## src/rtl/instr_prefetch_queue.sv

```systemverilog
// Instruction prefetch stage: fetches bytes at the PC over a req/ack port and queues them with their addresses.
// Optional PREFETCH_STATS_EN adds stat_discard, a saturating count of discarded bytes.
module instr_prefetch_queue #(
    parameter int DEPTH  = 4,
    parameter int ADDR_W = 16,
    parameter int DATA_W = 8
) (
    input  logic                       clk,
    input  logic                       rst,
    input  logic [ADDR_W-1:0]          pc_addr,
    input  logic                       flush,
    output logic                       pc_count_en,
    output logic                       mem_req,
    output logic [ADDR_W-1:0]          mem_addr,
    input  logic                       mem_ack,
    input  logic [DATA_W-1:0]          mem_rdata,
    output logic                       q_valid,
    output logic [DATA_W-1:0]          q_data,
    output logic [ADDR_W-1:0]          q_addr,
    input  logic                       q_ready,
    output logic [$clog2(DEPTH+1)-1:0] q_level
`ifdef PREFETCH_STATS_EN
    ,
    output logic [15:0]                stat_discard
`endif
);

    localparam int PTR_W = $clog2(DEPTH);
    localparam int LVL_W = $clog2(DEPTH+1);
    localparam logic [LVL_W-1:0] FULL = LVL_W'(DEPTH);

    typedef enum logic [1:0] {IDLE, WAIT_ACK, DRAIN} state_t;

    state_t                         state_q, state_d;
    logic                           mem_req_q, mem_req_d;
    logic [ADDR_W-1:0]              mem_addr_q, mem_addr_d;
    logic [DEPTH-1:0][DATA_W-1:0]   data_q, data_d;
    logic [DEPTH-1:0][ADDR_W-1:0]   addr_q, addr_d;
    logic [PTR_W-1:0]               wr_ptr_q, wr_ptr_d, rd_ptr_q, rd_ptr_d;
    logic [LVL_W-1:0]               count_q, count_d;
    logic                           push, pop;

    always_comb begin
        state_d    = state_q;
        mem_req_d  = mem_req_q;
        mem_addr_d = mem_addr_q;
        push       = 1'b0;
        case (state_q)
            IDLE: begin
                // Free-slot check uses the registered level; a same-cycle pop does not help.
                if (!flush && count_q < FULL) begin
                    mem_req_d  = 1'b1;
                    mem_addr_d = pc_addr;
                    state_d    = WAIT_ACK;
                end
            end
            WAIT_ACK: begin
                if (mem_ack) begin
                    mem_req_d = 1'b0;
                    state_d   = IDLE;
                    push      = !flush;
                end else if (flush) begin
                    state_d = DRAIN;
                end
            end
            DRAIN: begin
                if (mem_ack) begin
                    mem_req_d = 1'b0;
                    state_d   = IDLE;
                end
            end
            default: state_d = IDLE;
        endcase
    end

    // Only a kept byte advances the PC, so a jump is never masked.
    assign pc_count_en = push;

    always_comb begin
        pop      = (count_q != '0) && q_ready;
        data_d   = data_q;
        addr_d   = addr_q;
        wr_ptr_d = wr_ptr_q;
        rd_ptr_d = rd_ptr_q;
        count_d  = count_q;
        if (flush) begin
            wr_ptr_d = '0;
            rd_ptr_d = '0;
            count_d  = '0;
        end else begin
            if (push) begin
                data_d[wr_ptr_q] = mem_rdata;
                addr_d[wr_ptr_q] = mem_addr_q;
                wr_ptr_d         = wr_ptr_q + PTR_W'(1);
            end
            if (pop)
                rd_ptr_d = rd_ptr_q + PTR_W'(1);
            if (push && !pop)
                count_d = count_q + LVL_W'(1);
            else if (pop && !push)
                count_d = count_q - LVL_W'(1);
        end
    end

    always_ff @(posedge clk or negedge rst) begin
        if (!rst) begin
            state_q    <= IDLE;
            mem_req_q  <= 1'b0;
            mem_addr_q <= '0;
            data_q     <= '0;
            addr_q     <= '0;
            wr_ptr_q   <= '0;
            rd_ptr_q   <= '0;
            count_q    <= '0;
        end else begin
            state_q    <= state_d;
            mem_req_q  <= mem_req_d;
            mem_addr_q <= mem_addr_d;
            data_q     <= data_d;
            addr_q     <= addr_d;
            wr_ptr_q   <= wr_ptr_d;
            rd_ptr_q   <= rd_ptr_d;
            count_q    <= count_d;
        end
    end

    assign mem_req  = mem_req_q;
    assign mem_addr = mem_addr_q;
    assign q_valid  = (count_q != '0);
    assign q_data   = data_q[rd_ptr_q];
    assign q_addr   = addr_q[rd_ptr_q];
    assign q_level  = count_q;

`ifdef PREFETCH_STATS_EN
    logic [15:0] stat_q, stat_d;
    logic        ack_drop;
    logic [16:0] stat_sum;

    always_comb begin
        ack_drop = mem_ack && ((state_q == DRAIN) || (state_q == WAIT_ACK && flush));
        stat_sum = {1'b0, stat_q} + (flush ? 17'(count_q) : 17'd0) + 17'(ack_drop);
        stat_d   = stat_sum[16] ? 16'hFFFF : stat_sum[15:0];
    end

    always_ff @(posedge clk or negedge rst) begin
        if (!rst) stat_q <= '0;
        else      stat_q <= stat_d;
    end

    assign stat_discard = stat_q;
`endif

endmodule

```

## config.mk

```make
export PLATFORM = sky130hd
export DESIGN_NAME = instr_prefetch_queue
export DESIGN_NICKNAME = d
export VERILOG_FILES = /design/src/rtl/instr_prefetch_queue.sv
export SDC_FILE = /design/constraint.sdc
export NUM_CORES = 1
export LEC_CHECK = 0
export ABC_CLOCK_PERIOD_IN_PS = 1950
export BUFFER_PORTS_ARGS = -buffer_cell sky130_fd_sc_hd__buf_2
export CORE_MARGIN = 8
export CORE_UTILIZATION = 52
export DETAILED_ROUTE_END_ITERATION = 16
export PLACE_DENSITY = 0.84
export SYNTH_ARGS = -nofsm -noshare
export SYNTH_HDL_FRONTEND = slang
export SYNTH_SLANG_ARGS = --single-unit
```

## constraint.sdc

```tcl
create_clock -name clk -period 1.95 [get_ports clk]
set_input_delay 0.195 -clock clk [delete_from_list [all_inputs] [get_ports clk]]
set_output_delay 0.195 -clock clk [all_outputs]
set_load 0.005 [all_outputs]
```

==> flow_summary_export.csv <==
group,metric,value,unit
run_status,status,"finished with violations",
run_status,violations,"negative setup slack",
cts,h-tree-depth,4,
cts,path_clk_slew,60,ps
setup_path,required,1750,ps
hold_path,hold-path-endpoint,"rd_ptr_q[1]$_DFFE_PN0P_",
global_route,grt_pass1_vias,3733,
routing,vias,3274,
routing,avgViaCountPerCell,5.40,
routing,drtIter0Drc,150,
cts,cts.sinks,122,
routing,drt_first_pass_iters,4,
die,die_area,0.0143,mm^2
setup_path,reg2reg_setup_slack,60,ps
sta,tns,-455,ps
routing,drt-total-wl,11900,um
logic_synthesis,netlist_area,0.00557,mm^2
setup_path,cp_max_fo,13,
finish,num_antenna_cells,0,
logic_synthesis,synth_top_cell_area_share,54.8,%
placed_design,place_area,0.00615,mm^2
logic_synthesis,async_reset_ff_share,100,%
logic_synthesis,synth_top_area_cell,"dfrtp_1",
placed_design,dpl.hpwl,7050,um
logic_synthesis,synth_edf_count,0,
global_route,grt_pass1_wl,19600,um
routing,drc,0,
power_and_ir_drop,leakage,0.00348,uW
sta,drv_slew,0,
sta,skew,5.65,ps
cts,cts_root_buf,"clkbuf_8",
sta,tightest_slew,647,ps
logic_synthesis,synth_seq_area_share,54.8,%
sta,final.setup.worst_slack,-42.8,ps
sta,grt_setup_unrepaired,"yes",
logic_synthesis,synth_most_common_cell,"dfrtp_1",
global_route,track_usage,17.8,%
job,maxCapViolations,0,
sta,timing.hold.ws,28.8,ps
placed_design,place.gp.congestion,0.715,
setup_path,crit_type,"flip-flop to output port",
power_and_ir_drop,power.density,1600,mW/mm^2
sta,post-route-period-util,102,%
logic_synthesis,ys_seq_elements,122,
finish,drive_gt1_share,58.4,%
hold_path,hold_start,"flush",
logic_synthesis,synth_warnings,0,
logic_synthesis,synth_cell_types,35,
hold_path,hp-class,"input pin to flip-flop",
sta,max_freq,502,MHz
finish,syn_to_final_growth,26.9,%
die,dieWidth,120,um
logic_synthesis,synthCells,335,
die,ios,75,
setup_path,r2r_start,"state_q[0]$_DFFE_PN0P_",
logic_synthesis,synth_nets,372,
setup_path,arrival,1800,ps
global_route,antenna_found_initial,0,
logic_synthesis,yosys-top-cells-area,"dfrtp_1, mux2_2, mux4_2, mux2_4, ha_1",
die,num_rows,38,
logic_synthesis,syn_avg_cell_area,16.6,um^2
sta,setup_viol,22,
routing,antenna_left,0,
hold_path,hold_path_depth,2,
logic_synthesis,yosys-top-cells-count,"dfrtp_1, mux2_2, mux2_4",
setup_path,r2r_cells,6,
setup_path,reg2reg_to,"mem_addr[4]$_DFFE_PN0P_",
setup_path,worst_setup_path_start_kind,"flip-flop",
global_route,grt_overflow,0,
power_and_ir_drop,vdd_drop_max,0.000597,V
placed_design,dp_slack,-4.37,ps
cts,cts_tree,"done",
die,initial_core_util,52.3,%
sta,fin_crit,1990,ps
setup_path,endpoint_kind,"output port",
cts,clock_path_buffers,2,
sta,slew_headroom,56.9,%
global_route,grt_max_degree,123,
routing,wire_per_inst,19.6,um
placed_design,io_buffers,74,
cts,cts_buffers,17,
die,core,0.0107,mm^2
finish,final_nets,490,
logic_synthesis,yosys_most_used_dff,"dfrtp_1",
sta,hold_viol,0,
finish,final_area,0.00707,mm^2
die,fp.dieH,120,um
cts,clock_latency,530,ps
## critical path, stage by stage, from the launching register on
cell and delay (ps):
dfrtp_2 410, buf_12 180, mux4_2 530, buf_2 150
## worst max-delay path by stage
stage	start	endpoint	slack (ps)	cells after the start
6_report	rd_ptr_q[0]$_DFFE_PN0P_	q_data[4]	-40	3
5_1_grt	rd_ptr_q[0]$_DFFE_PN0P_	q_data[4]	-100	3
4_1_cts	rd_ptr_q[0]$_DFFE_PN0P_	q_addr[9]	-80	3
3_5_place_dp	state_q[1]$_DFFE_PN0P_	q_level[2]$_DFFE_PN0P_	-4	10
3_3_place_gp	state_q[1]$_DFFE_PN0P_	q_level[2]$_DFFE_PN0P_	70	10
2_1_floorplan	state_q[1]$_DFFE_PN0P_	q_level[2]$_DFFE_PN0P_	2	10
## flip-flops by register name (all words and copies together), names as in the netlist
register,count
state_q,2
addr_q,64
data_q,32
mem_addr,16
mem_req,1
rd_ptr_q,2
wr_ptr_q,2
q_level,3
## power breakdown
group	switching (uW)	internal, uW	total (uW)
clock	1070	1970	3040
combinational	1510	2480	3990
sequential	739	3510	4250
## metal layers
metal / global-route usage (%) / share of wire (%) / up-vias
met5: 0 / 0 / -
met4: 8.12 / 2.0 / 0
met3: 5.45 / 4.3 / 20
met2: 29.9 / 53 / 70
met1: 20.5 / 41 / 1724
li1: - / - / 1460
## layout by cell type (no fill, tap or decap), drive strengths merged
cell type / netlist / layout
o21ai: 3 / 3
and3b: 1 / 1
nor3: 1 / 1
mux4: 24 / 24
a21boi: 2 / 2
o21bai: 1 / 1
mux2: 113 / 113
inv: 7 / 7
dlygate4sd3: 0 / 26
xnor2: 2 / 2
clkinv: 0 / 6
mux2i: 1 / 1
nand4: 1 / 1
dfrtp: 122 / 122
and2: 2 / 2
a211oi: 1 / 1
fa: 1 / 1
xor2: 5 / 5
bufinv: 0 / 2
buf: 14 / 90
o31ai: 1 / 1
clkbuf: 3 / 24
o22ai: 1 / 1
ha: 7 / 7
nor3b: 1 / 1
nand2: 8 / 8
a21oi: 3 / 3
or3: 1 / 1
and3: 1 / 1
nand3: 1 / 1
nor2: 7 / 7
## stage by stage
step           power (uW)  util, %  cells
6_report            11300     66.4    606
5_1_grt             11900     66.4    606
4_1_cts             11300     66.0    605
3_5_place_dp         8040     57.7    545
3_3_place_gp         7810     57.7    545
2_1_floorplan        6610        -    335
## timing repair
action / in CTS / in global routing
setup endpoints to repair: 25 / 25
hold buffers: 26 / 0
buffers inserted: 2 / 1
pin swaps: 0 / 3
resized for setup: 6 / 8
endpoints found under the hold margin: 171 / 0
## layout make-up
| cell class | count | area [um^2] |
|---|---|---|
| clock buffers | 24 | 490 |
| inverters | 7 | 26.3 |
| multi-input cells | 189 | 2390 |
| repair buffers | 116 | 847 |
| flip-flops and latches | 122 | 3050 |
| well taps | 140 | 175 |
| clock inverters | 8 | 90.1 |
| fillers | 769 | 3580 |
## kinds of logic after synthesis
family | share of synthesized area, %
and+or+nand+nor | 3.23
adders and majority gates | 1.93
AOI/OAI and AO/OA | 1.57
buffers and inverters | 2.72
DFF | 54.8
muxes | 34.7
xor gates and xnor gates | 1.10
Note: power is estimated with default switching activity, not from simulation.
